[config.mk]
export PLATFORM = sky130hd
export DESIGN_NAME = xs3_to_bin_seq
export DESIGN_NICKNAME = d
export VERILOG_FILES = /design/src/rtl/xs3_pkg.sv /design/src/rtl/xs3_digit_dec.sv /design/src/rtl/xs3_to_bin_seq.sv
export SDC_FILE = /design/constraint.sdc
export NUM_CORES = 1
export LEC_CHECK = 0
export CORE_MARGIN = 2
export CORE_UTILIZATION = 35
export CTS_CLUSTER_SIZE = 14
export DETAILED_ROUTE_END_ITERATION = 10
export PLACE_DENSITY = 0.58
export SLEW_MARGIN = 15
export SYNTH_ARGS = -nofsm -noshare
export SYNTH_HDL_FRONTEND = slang
export SYNTH_HIERARCHICAL = 1
export SYNTH_SLANG_ARGS = --single-unit
[constraint.sdc]
create_clock -name clk -period 8.7 [get_ports clk]
set_clock_uncertainty 0.2 [all_clocks]
set_input_delay 1.74 -clock clk [delete_from_list [all_inputs] [get_ports clk]]
set_output_delay 1.74 -clock clk [all_outputs]
set_load 0.01 [all_outputs]
[src/rtl/xs3_pkg.sv]
// Shared constants and FSM encoding for the excess-3 to binary converter.
// The valid digit-code range and the offset are kept here so the decoder and the top agree on them.
package xs3_pkg;

   localparam logic [3:0] XS3_OFFSET = 4'd3;
   localparam logic [3:0] XS3_MIN    = 4'd3;
   localparam logic [3:0] XS3_MAX    = 4'd12;

   typedef enum logic [1:0] {
      IDLE = 2'd0,
      CONV = 2'd1,
      DONE = 2'd2
   } state_t;

endpackage

[src/rtl/xs3_digit_dec.sv]
// Combinational single-digit excess-3 decoder.
// An out-of-range code yields digit 0 with the invalid flag set.
module xs3_digit_dec
   import xs3_pkg::*;
(
   input  logic [3:0] code,
   output logic [3:0] digit,
   output logic       invalid
);

   assign invalid = (code < XS3_MIN) || (code > XS3_MAX);
   assign digit   = invalid ? 4'd0 : (code - XS3_OFFSET);

endmodule

[src/rtl/xs3_to_bin_seq.sv]
// Digit-serial excess-3 to unsigned binary converter, most significant digit first.
// Each CONV cycle folds one digit into the accumulator as acc*10 + digit.
module xs3_to_bin_seq
   import xs3_pkg::*;
#(
   parameter int DIGITS = 4,
   parameter int OUT_W  = 14
) (
   input  logic                  clk,
   input  logic                  rst_n,
   input  logic                  in_valid,
   output logic                  in_ready,
   input  logic [4*DIGITS-1:0]   in_xs3,
   output logic                  out_valid,
   input  logic                  out_ready,
   output logic [OUT_W-1:0]      out_bin,
   output logic                  out_err
);

   localparam int CNT_W = (DIGITS > 1) ? $clog2(DIGITS) : 1;

   state_t              state, state_nxt;
   logic [4*DIGITS-1:0] word_q;
   logic [CNT_W-1:0]    cnt;
   logic [OUT_W-1:0]    acc, acc_nxt;
   logic                err;
   logic [3:0]          code, digit;
   logic                invalid;

   // NOTE: sequential state is written with non-blocking assignments so every
   // register samples its inputs from before the edge, regardless of block order.
   always_ff @(posedge clk or negedge rst_n) begin
      if (!rst_n) state <= IDLE;
      else        state <= state_nxt;
   end

   // NOTE: next state is defaulted before the case so no path leaves it
   // unassigned, which would otherwise infer a latch.
   always_comb begin
      state_nxt = state;
      case (state)
         IDLE:    if (in_valid)  state_nxt = CONV;
         CONV:    if (cnt == '0) state_nxt = DONE;
         DONE:    if (out_ready) state_nxt = IDLE;
         default:                state_nxt = IDLE;
      endcase
   end

   // Digit select: shift the held word so the digit at index cnt lands in the low nibble.
   assign code = 4'(word_q >> {cnt, 2'b00});

   xs3_digit_dec u_dec (
      .code    (code),
      .digit   (digit),
      .invalid (invalid)
   );

   assign acc_nxt = (acc << 3) + (acc << 1) + OUT_W'(digit);

   // NOTE: the word register is plain flops, not a memory array, so it is
   // cleared on reset like the rest of the datapath to leave no residue.
   always_ff @(posedge clk or negedge rst_n) begin
      if (!rst_n) begin
         word_q <= '0;
         cnt    <= '0;
         acc    <= '0;
         err    <= 1'b0;
      end else begin
         case (state)
            IDLE: if (in_valid) begin
               word_q <= in_xs3;
               cnt    <= CNT_W'(DIGITS - 1);
               acc    <= '0;
               err    <= 1'b0;
            end
            CONV: begin
               acc <= acc_nxt;
               err <= err | invalid;
               cnt <= cnt - 1'b1;
            end
            default: ;
         endcase
      end
   end

   assign in_ready  = (state == IDLE);
   assign out_valid = (state == DONE);
   assign out_bin   = acc;
   assign out_err   = err;

endmodule

==> impl_summary.md, run 1 <==
Outcome
The run finished with clean final reports.

Final layout
The number of fillers in the final layout is 655. The final layout contains 325 nets. The fraction of layout cells with a size suffix above 1 is 0.0538. Leaving out fill and tap cells, the most frequent cells in the layout are sky130_fd_sc_hd__nand2_1, sky130_fd_sc_hd__clkdlybuf4s50_1, sky130_fd_sc_hd__dfrtp_1.

The post-layout instance count excluding filler cells is 356. The repair_antennas step left the layout with diodes totalling 0. The combined flip-flop and latch cell area is 876 um2.

The library cell used most frequently in the layout, excluding fill and tap cells, is sky130_fd_sc_hd__nand2_1. The area overhead of the layout relative to synthesis is 25.0%. The multi-input combinational cell area is 1250 um2.

Place
The global placement routability congestion is 0.814. The number of placed instances, taps included, is 348. The estimated wirelength of the detail-placed design is 3.38 mm. Input and output buffers added on the ports amount to 36.

Detailed routing
The count of routing violations after the opening detailed-route iteration is 83. For this run, design rule violations remaining after detail routing come to 0. The routed length per instance is 13.0 um. Wires add up to 4.62 mm. Using the TritonRoute via totals, the vias-per-cell ratio works out to 5.05. In this run the remaining antenna-violating nets after routing total 0. The first-pass iteration count of the detailed router is 4. The routed via count is 1798.

Worst setup path
Walking the worst path, the cells encountered are mux4_2 > inv_1 > ha_1 > nand3_1 > o211ai_1 > inv_1 > fa_1 > inv_1 > ha_1 > a21o_1 > nand4_1 > a211oi_1 > nor4_1 > o31ai_1. The origin of the worst setup path is cnt[0]$_DFFE_PN0P_. The slowest stage of the critical path belongs to the cell sky130_fd_sc_hd__mux4_2.

The data required time of the critical path is 8.69 ns. For the worst flop-to-flop path, the logic depth is 14. The critical path startpoint category is a register.

The destination of the worst register-to-register timing path is out_bin[13]$_DFFE_PN0P_. In this run the worst setup path terminates at out_bin[13]$_DFFE_PN0P_. The startpoint-to-endpoint class of the critical path is reg2reg. The delay of the slowest cell on the worst path is 0.60 ns. Setup slack on the worst reg-to-reg path comes out at 4.89 ns. The critical path capture point type is a register. Along the worst path, the maximum fanout reaches 7. The critical register-to-register path startpoint is cnt[0]$_DFFE_PN0P_. By instance count, the cell type seen most on the critical path is sky130_fd_sc_hd__inv_1. Data arrives at the worst endpoint at 3.80 ns.

GRT
The routing usage on met3 is 0.0445. In the global route stage, overall resource usage came out at 0.138. The met1 layer usage reported by global route is 0.168.

Global routing finished with a remaining overflow of 0. The number of global-route vias before repair is 1732. The global routing stage identified its most utilized layer as met2. The first-pass GRT wire length is 7.83 mm.

The global routing usage on met2 is 0.235. The initial antenna violation count is 0. Entering global routing, the biggest net connects 36 pins.

STA
The measured slew at the worst slew-check pin is 0.997 ns. Setup violations remaining at the end of the flow were counted as 0. Headroom to the max-slew limit came out at 0.334. The final max-slew violation count was 0. Timing would allow up to 263 MHz. The total negative slack for setup checks is 0 ns. Setup repair after global routing left no endpoint under its margin. The post-route fraction of the period consumed by the critical path is 0.438.

The worst path needs 3.81 ns of the cycle, external delays included. The number of hold-slack violations in the final timing report is 0.

CTS
Buffers inserted to repair hold after CTS numbered 0. The tree is rooted in a sky130_fd_sc_hd__clkbuf_8. The number of clock buffers added by TritonCTS is 5. The clock latency on the worst-skew pair is 0.29 ns. The post-cts repair resize count is 0. After clock tree synthesis, the setup repair step added 0 buffers. The clock drives 35 sinks. The clock-pin slew of the registers on the worst-case setup and hold paths is 0.07 ns.

TritonCTS built the clock tree. In this run the number of H-tree levels came out at 2. The number of buffers on the longest clock path is 2.

Synth
The dominant synthesized flop cell is sky130_fd_sc_hd__dfrtp_1. The number of distinct library cell variants in the gate-level netlist after synthesis is 34. After synthesis, the share of flip-flops with an asynchronous set or reset is 1.00. Yosys attributes the largest share of cell area to sky130_fd_sc_hd__dfrtp_1, sky130_fd_sc_hd__ha_1, sky130_fd_sc_hd__nand2_1.

The top cell type's share of synthesized area is 0.394. The cell count after synthesis is 245. The cell taking the most area after synthesis is sky130_fd_sc_hd__dfrtp_1. The number of enable-type register cells in the synthesized netlist is 0.

The proportion of synthesized chip area in sequential cells is 0.394. The cell area that synthesis handed to floorplanning was 2220 um2. The total of flip-flops plus latches after synthesis is 35. The average cell area after synthesis is 9.08 um2. The post-synth net total is 292. Yosys printed 6 warnings.

Floorplan
The number of top-level pins is 37. The floorplan step defined a core boundary enclosing 6240 um2. The die covers 7010 um2. The initialized floorplan defines 29 standard-cell rows. The die is 83.7 um wide. The initial standard-cell utilization of the core is 0.356. The die is 83.7 um tall.

Pwr
Dividing total power by cell area gives a power density of 450 nW/um2. The worst voltage drop across the vdd grid is 0.203 mV. The leakage power is 1.33 nW.

Flow run
The tool flagged a number of max-cap violations equal to 0.

Worst hold path
The path type of the worst min-delay path is reg2reg.
cell families (layout without fill, tap and decap cells):
group                      after synthesis  after routing  synth area share
xor gates and xnor gates                 7              7            0.0276
AOI/OAI and AO/OA                       44             44             0.132
and+or+nand+nor                        102            102             0.201
muxes                                    5              5            0.0450
DFF                                     35             35             0.394
buffers and inverters                   25             59            0.0422
adders and majority gates               27             27             0.159
cell type report:
type,count,area share
well taps,77,0.0347
multi-input cells,185,0.451
clock buffers,6,0.0261
clock inverters,2,0.0216
inverters,14,0.0189
flip-flops and latches,35,0.315
repair buffers,37,0.132
how the worst min path moves through the flow:
stage,startpoint,end,slack (ns),cells past startpoint
global placement,word_q[2]$_DFFE_PN0P_,word_q[2]$_DFFE_PN0P_,0.26,2
floorplan,word_q[10]$_DFFE_PN0P_,word_q[10]$_DFFE_PN0P_,0.24,2
CTS,word_q[8]$_DFFE_PN0P_,word_q[8]$_DFFE_PN0P_,0.28,2
global route,word_q[8]$_DFFE_PN0P_,word_q[8]$_DFFE_PN0P_,0.30,2
finish,word_q[8]$_DFFE_PN0P_,word_q[8]$_DFFE_PN0P_,0.27,2
detailed placement,word_q[8]$_DFFE_PN0P_,word_q[8]$_DFFE_PN0P_,0.26,2
registers in the layout, summed over array words and instances, names as in the netlist:
| signal | cells |
|---|---|
| out_bin | 14 |
| state | 2 |
| word_q | 16 |
| out_err | 1 |
| cnt | 2 |
power breakdown:
group / internal [W] / switching (W) / leakage (nW) / total, W
sequential: 0.000247 / 0.0000694 / 0.433 / 0.000317
clock: 0.000115 / 0.0000609 / 0.0654 / 0.000175
combinational: 0.000354 / 0.000404 / 0.832 / 0.000758
total: 0.000716 / 0.000535 / 1.33 / 0.00125
layer usage:
metal	vias up	part of all wire	routed length, um
met5	-	0	0
met4	0	0.011	50
met2	31	0.50	2310
met1	852	0.45	2070
li1	908	-	-
met3	7	0.042	193
synth_stat cells, types with 2 or more instances:
library cell and number:
sky130_fd_sc_hd__a211oi_1 2, sky130_fd_sc_hd__a21o_1 4, sky130_fd_sc_hd__a21oi_1 8, sky130_fd_sc_hd__a22o_1 2, sky130_fd_sc_hd__clkbuf_1 11, sky130_fd_sc_hd__dfrtp_1 35, sky130_fd_sc_hd__fa_1 2, sky130_fd_sc_hd__ha_1 25
sky130_fd_sc_hd__inv_1 14, sky130_fd_sc_hd__mux4_2 4, sky130_fd_sc_hd__nand2_1 63, sky130_fd_sc_hd__nand2b_1 3, sky130_fd_sc_hd__nand3_1 16, sky130_fd_sc_hd__nand4_1 3, sky130_fd_sc_hd__nor2_1 4, sky130_fd_sc_hd__nor2b_1 3
sky130_fd_sc_hd__nor3_1 6, sky130_fd_sc_hd__o21a_1 4, sky130_fd_sc_hd__o21ai_0 10, sky130_fd_sc_hd__o31ai_1 7, sky130_fd_sc_hd__xnor2_1 5, sky130_fd_sc_hd__xor2_1 2
worst max-delay path: cells and delay by family (launching register included):
family	cells	cell delay, ns
AOI/OAI and AO/OA	4	0.86
adders and majority gates	3	0.95
buffers and inverters	3	0.22
DFF	1	0.52
muxes	1	0.60
and+or+nand+nor	3	0.37
metrics by stage:
stage                     power, W   util  setup slack [ns]  hold WS, ns  instance area (um2)
after floorplan           0.000873      -              5.06        0.240                 2220
after global placement     0.00108  0.424              4.92        0.258                 2650
after detailed placement   0.00109  0.424              4.86        0.258                 2650
after CTS                  0.00127  0.445              4.84        0.277                 2780
after global routing       0.00138  0.445              4.53        0.296                 2780
final                      0.00125  0.445              4.89        0.273                 2780
No activity file was read; power rests on OpenSTA's default activity.
==> inputs of run 2 (changes only) <==
Settings changed: PLACE_DENSITY 0.58 to 0.61.
Clock period 8.7 ns to 3.1 ns, I/O delays scaled along.
==> run 2 against run 1 <==
- clock-buffer cell count is the same
- final area grew 10%
- the flow now finishes with violations (negative setup slack)
- total power grew to 3.2 times the previous value
- sequential power grew to 2.8 times the previous value
- critical path type unchanged
- first-iteration DRC count shrank 16%
- largest cell class unchanged
- combinational power grew to 3.6 times the previous value
- flip-flop and latch count is the same
- largest power group unchanged
- cell count grew 7.0%
- routed wire length grew 11%
- fmax grew 4.3%
- via count grew 7.3%
- critical endpoint is now out_bin[10]$_DFFE_PN0P_
- critical path depth grew 1
==> impl_summary.md, run 2 (synthesis gave the netlist of run 1 again) <==
CTS
The TritonCTS clock tree is built. The maximum level of the CTS H-tree is 2. The TritonCTS buffer count is 5.

Counting along the longest clock path gives a buffer depth of 2. The clock reaches the later pin of the worst-skew pair after 0.30 ns. The cell at the root of the clock tree is sky130_fd_sc_hd__clkbuf_8. After clock tree synthesis, the clock-pin slew on the worst setup and hold paths is 0.08 ns. The number of clock sinks is 35.

Final layout
Compared with the post-synthesis result, the final layout area differs by 37.8%. The finished layout holds 381 standard cells, fillers aside. The register name with the most flops is word_q.

At the end of the flow the core is filled with cells to 0.491. At the end of the flow, the number of nets in the layout was 350. The top cell types in the final layout, fill and taps aside, are sky130_fd_sc_hd__nand2_1, sky130_fd_sc_hd__clkdlybuf4s50_1, sky130_fd_sc_hd__dfrtp_1. The number of fillers in the final layout is 614.

The most frequent standard cell in the layout excluding fill and tap cells is sky130_fd_sc_hd__nand2_1. The register with the most flip-flops in the layout has 16 of them. The fraction of layout cells with a size suffix above 1 is 0.204. The number of antenna diodes in the final layout is 0. The finished cells cover 3070 um2.

STA
The clock period minus final worst setup slack is 3.65 ns. The final max-slew violation count was 0. Across all setup checks in the final design, the least slack found is -0.553 ns. The fmax is 274 MHz. The post-route fraction of the period consumed by the critical path is 1.18.

In this run the tightest slew margin relative to its limit is 0.418. The number of hold-slack violations in the final timing report was 0. Setup violations remaining at the end of the flow were counted as 10.

The tightest hold margin is 0.280 ns. Setup repair after global routing could not meet its margin everywhere. For the pin with the worst max-slew slack, the measured transition is 0.873 ns.

GRT
Entering global routing, the biggest net connects 36 pins. The first-pass GRT wire length is 8.70 mm. The initial antenna violation count is 0.

The number of global-route vias before repair was 1927. The total routing usage reported by global routing is 0.153. After global routing the overflow that remains totals 0.

Worst setup path
The signal on the critical path passes through buf_6 > mux4_2 > nor2_2 > nand3_1 > o211ai_1 > inv_1 > fa_1 > buf_4 > fa_2 > nor2b_4 > o2111ai_4 > buf_6 > a21oi_4 > nor3_1 > o31ai_1. The slowest stage of the critical path is the sky130_fd_sc_hd__mux4_2 cell. Data on the critical path is required at its endpoint by 3.09 ns. The worst register-to-register path has a setup slack of -0.55 ns. The critical path startpoint category is a register. The data arrival time at the worst-slack endpoint is 3.65 ns. By instance count, the cell type seen most on the critical path is sky130_fd_sc_hd__buf_6. Along the worst path, the maximum fanout reaches 5. The worst setup path is of the reg2reg kind. The delay of the slowest cell on the worst path is 0.53 ns. The worst setup path is captured at a register.

Place
The count of buffers from port buffering is 36. The HPWL after detailed placement is 3.65 mm. The post-place setup slack is -0.670 ns. The congestion estimate from routability-driven global placement came to 0.860. Summing all placed instances gives a cell area of 2850 um2. The number of placed instances, taps included is 367.

Detailed routing
For this block, the routed nets add up to 5.12 mm of wire. The number of nets with antenna violations after routing is 0. The DRC violations left is 0. The routed length per instance is 13.4 um.

The count of routing violations after the opening detailed-route iteration is 70. The first detailed-routing pass took 4 iterations. The routed via count is 1929. Using the TritonRoute via totals, the vias-per-cell ratio works out to 5.06.

Floorplan
The number of top-level pins is 37. The floorplan step defined a die boundary enclosing 7010 um2. The floorplan has 29 rows. The initial utilization of the core area, before any placement, comes to 0.356. The floorplan step set the die width to 83.7 um. The area of the core region is 6240 um2.

The vertical extent of the die is 83.7 um.

Outcome
The flow ran to the end, but the final reports show violations. The final reports fail on negative setup slack.

Flow run
Across the run, the number of max-cap violations was 0.

Worst hold path
The min-delay analysis places its worst path in the category reg2reg.

Pwr
VDD sags by at most 0.724 mV. The leakage power is 1.45 nW. The power per unit of standard cell area is 1300 nW/um2.
run 2: cell types whose count changed in the layout (fill, tap and decap cells not counted), sizes merged:
cell,change
clkinv,+1
bufinv,-2
buf,+25
clkinvlp,+1
run 2: power breakdown:
part           switching (W)  internal [W]  total (W)
Combinational        0.00138       0.00135    0.00273
Sequential          0.000190      0.000695   0.000885
Clock               0.000187      0.000182   0.000368
Total                0.00176       0.00223    0.00398
run 2: area by class of cell:
class                           count  area [um2]  share of cell area
Tap cell                           77        96.3              0.0314
Clock inverter                      2        16.3             0.00531
Multi-Input combinational cell    185        1380               0.449
Timing Repair Buffer               62         563               0.184
Clock buffer                        6        82.6              0.0269
Sequential cell                    35         877               0.286
Inverter                           14        52.6              0.0171
run 2: worst max-delay path, delay by kind of cell (launching register included):
family                   cells  cell delay [ns]
AND/OR/NAND/NOR              4             0.43
buffers and inverters        4             0.53
multiplexers                 1             0.53
AO/OA/AOI/OAI                4             0.57
flip-flops                   1             0.44
adder cells (fa/ha/maj)      2             0.86
run 2: worst paths after layout:
path,start,to,cells past startpoint
max,cnt[0]$_DFFE_PN0P_,out_bin[10]$_DFFE_PN0P_,15
min,word_q[4]$_DFFE_PN0P_,word_q[4]$_DFFE_PN0P_,2
max reg2reg,cnt[0]$_DFFE_PN0P_,out_bin[10]$_DFFE_PN0P_,15
min reg2reg,word_q[4]$_DFFE_PN0P_,word_q[4]$_DFFE_PN0P_,2
max in group asynchronous,rst_n,cnt[0]$_DFFE_PN0P_,2
min in group asynchronous,rst_n,out_bin[7]$_DFFE_PN0P_,2
run 2: repair_timing:
action,4_1_cts,5_1_grt
setup buffers,5,2
setup endpoints to repair,11,11
resized for setup,6,8
pin swaps,14,10
hold buffers,0,0
run 2: routing by layer:
layer / part of all wire / track usage / up-vias / wire length (um)
met4: 0.018 / 0.0484 / 0 / 90
li1: - / - / 964 / -
met1: 0.50 / 0.211 / 910 / 2540
met3: 0.032 / 0.0326 / 10 / 162
met5: 0 / 0 / - / 0
met2: 0.45 / 0.239 / 45 / 2330
run 2: metrics by stage:
stage	setup TNS [ns]	total power (W)
3_3_place_gp	-3.79	0.00338
2_1_floorplan	-1.76	0.00259
4_1_cts	-3.69	0.00390
3_5_place_dp	-4.81	0.00342
6_report	-4.02	0.00398
5_1_grt	-5.97	0.00437
==> inputs of run 3 (changes only) <==
Settings changed: CORE_UTILIZATION 35 to 40, PLACE_DENSITY 0.61 to 0.67, TNS_END_PERCENT from default to 5.
==> run 3 against run 2 <==
- the run still ends with negative setup slack left
- cell count decreased by 3.7%
- via count is 1.8% lower
- routed wire length is 4.8% lower
- utilization rose by 5.6 points
- highest routed layer unchanged
- register-to-register slack better by 0.02 ns
- flip-flop and latch count did not move
- clock-buffer cell count unchanged
- clock power is 33% higher
- critical endpoint unchanged
- sequential share of layout area is 0.87 points higher
- worst hold slack lost 0.0097 ns
- first-iteration DRC count grew 76%
- critical path depth unchanged
==> impl_summary.md, run 3 (synthesis gave the netlist of run 1 again) <==
Detailed routing
In the final routed layout, each cell accounts on average for 13.3 um. The DRC violations left is 0. The wire length on met2 is 2.49 mm. The routed layout has 1895 vias. In the detailed route, the total length drawn on met3 is 227 um. The top routing layer in use is met4. The first-pass iteration count of the detailed router is 4. The routed length on met1 is 2.13 mm.

The final layout contains routed wiring with a total length of 4.87 mm. In the routed layout, each cell is associated on average with a via count of 5.16. The number of nets with antenna violations after routing is 0. After the first detailed-routing iteration, the DRC count stood at 123.

CTS
The cell sitting at the root of the clock tree is a sky130_fd_sc_hd__clkbuf_8. The number of clock sinks is 35. The clock-pin slew of the registers on the worst-case setup and hold paths is 0.07 ns. At the later pin of the worst-skew pair, clock insertion delay measures 0.29 ns. The TritonCTS clock tree is built.

The clock passes through at most 2 buffers. CTS built an H-tree with a depth of 2. The number of clock buffers added by TritonCTS is 5. The number of hold buffers added after CTS was 0.

Place
The post-place setup slack is -0.598 ns. The placed instance area is 2770 um2. The wire-length estimate of the detail-placed layout is 3.56 mm. Including well taps, the total number of placed cells is 355.

The count of buffers from port buffering is 36. At the end of routability-driven placement, the weighted congestion stood at 0.838.

Worst setup path
Data arrives at the worst endpoint at 3.57 ns. The critical path contains buffers and inverters numbering 2 combined. The data required time of the critical path is 3.04 ns. For this run, the slowest stage of the critical path takes 0.56 ns. The maximum fanout along the worst path is 4.

The worst setup path is captured at a register. Traced cell by cell, the critical path runs through mux4_2 > inv_2 > ha_4 > and2b_1 > a21o_2 > nor2b_2 > ha_2 > ha_4 > inv_2 > fa_2 > nor2b_2 > o2111ai_2 > a21oi_2 > o21a_1 > o31ai_1. The worst setup path is of the reg2reg kind. STA classifies the critical path startpoint as a register. The cell family contributing the most delay on the critical path is adder cells. For this design, the slowest cell found on the critical path is sky130_fd_sc_hd__mux4_2.

STA
The max-slew headroom at the worst pin is 0.426. For this run, the top clock speed supported by timing is 275 MHz. The post-route fraction of the period consumed by the critical path is 1.17. The number of hold-slack violations in the final timing report is 0. After layout, the worst setup slack is -0.538 ns. Setup violations remaining at the end of the flow were counted as 10. The measured slew at the worst slew-check pin is 0.862 ns. The final max-slew violation count is 0. Counting I/O delays and the setup requirement, the final critical path takes 3.64 ns. Setup repair after global routing could not meet its margin everywhere.

Final layout
The diode insertion count for antenna repair is 0. The finished cells cover 2980 um2. The area overhead of the layout relative to synthesis is 33.7%. Leaving out fill and tap cells, the most frequent cells in the layout are sky130_fd_sc_hd__nand2_1, sky130_fd_sc_hd__clkdlybuf4s50_1, sky130_fd_sc_hd__dfrtp_1. The count of cells in the finished layout, fillers not included, comes to 367. Of the cells placed in the final design, the portion with a size suffix greater than 1 is 0.166. The most frequent standard cell in the layout excluding fill and tap cells is sky130_fd_sc_hd__nand2_1. The number of nets at the end of the flow is 341.

Fill cells in the final layout number 485. The number of flip-flops under the largest register name is 16. The register name with the most flops is word_q.

Floorplan
The area of the core region is 5440 um2. The die is 78.6 um tall. The number of top-level pins is 37. The number of standard-cell rows in the floorplan is 27. The initial standard-cell utilization of the core is 0.409. The die covers 6170 um2. The overall die width is 78.6 um.

Outcome
The final reports fail on negative setup slack. The flow ran to the end, but the final reports show violations.

GRT
After global routing the overflow that remains totals 0. The initial antenna violation count is 0. The first-pass GRT wire length is 8.23 mm.

The number of global-route vias before repair is 1872. The total routing usage reported by global routing is 0.167. Entering global routing, the biggest net connects 36 pins.

Pwr
The leakage power is 1.41 nW. The worst voltage drop across the vdd grid is 0.513 mV. Dividing total power by cell area gives a power density of 1330 nW/um2.

The final total power is 0.00397 W.

Flow run
The number of maximum-capacitance violations is 0.

Worst hold path
The path type of the worst min-delay path is reg2reg.
-- run 3: worst register-to-register path, delay by kind of cell, from the launching register on --
| family | cells | cell delay (ns) |
|---|---|---|
| AO/OA/AOI/OAI | 5 | 0.86 |
| adder cells (fa/ha/maj) | 4 | 0.86 |
| flip-flops | 1 | 0.42 |
| AND/OR/NAND/NOR | 3 | 0.45 |
| multiplexers | 1 | 0.56 |
| buffers and inverters | 2 | 0.14 |
-- run 3: repair_timing --
item	CTS	global route
pin swaps	5	8
resized for setup	5	7
setup endpoints to repair	11	11
setup buffers	1	3
-- run 3: per-stage QoR --
step | utilization | hold WS, ns | TNS, ns
after floorplan | - | 0.124 | -1.83
after global placement | 0.509 | 0.255 | -3.71
after detailed placement | 0.509 | 0.260 | -4.43
after CTS | 0.538 | 0.278 | -3.28
after global routing | 0.547 | 0.311 | -5.60
final | 0.547 | 0.270 | -3.43
-- run 3: cell type report --
class	instances	area, um2	area share
Multi-Input combinational cell	185	1330	0.447
Clock inverter	2	60.1	0.0202
Timing Repair Buffer	53	492	0.165
Inverter	14	52.6	0.0177
Tap cell	72	90.1	0.0303
Sequential cell	35	877	0.295
Clock buffer	6	72.6	0.0244
-- run 3: path summary, 6_finish.rpt --
path | to | cells after the start | startpoint | slack (ns)
setup / recovery | out_bin[10]$_DFFE_PN0P_ | 15 | cnt[0]$_DFFE_PN0P_ | -0.54
hold / removal | word_q[10]$_DFFE_PN0P_ | 2 | word_q[10]$_DFFE_PN0P_ | 0.27
setup reg to reg | out_bin[10]$_DFFE_PN0P_ | 15 | cnt[0]$_DFFE_PN0P_ | -0.54
hold reg to reg | word_q[10]$_DFFE_PN0P_ | 2 | word_q[10]$_DFFE_PN0P_ | 0.27
max in group asynchronous | cnt[0]$_DFFE_PN0P_ | 2 | rst_n | 1.80
min in group asynchronous | out_bin[5]$_DFFE_PN0P_ | 2 | rst_n | 0.55
-- run 3: routing by layer --
layer  up-vias  track usage
li1        947            -
met1       898        0.205
met2        46        0.291
met3         4       0.0460
met4         0       0.0404
met5         -            0
-- run 3: report_power, final --
group | leakage, nW | switching [W] | internal [W]
Sequential | 0.433 | 0.000192 | 0.000695
Combinational | 0.913 | 0.00132 | 0.00127
Clock | 0.0654 | 0.000169 | 0.000322
Total | 1.41 | 0.00168 | 0.00229
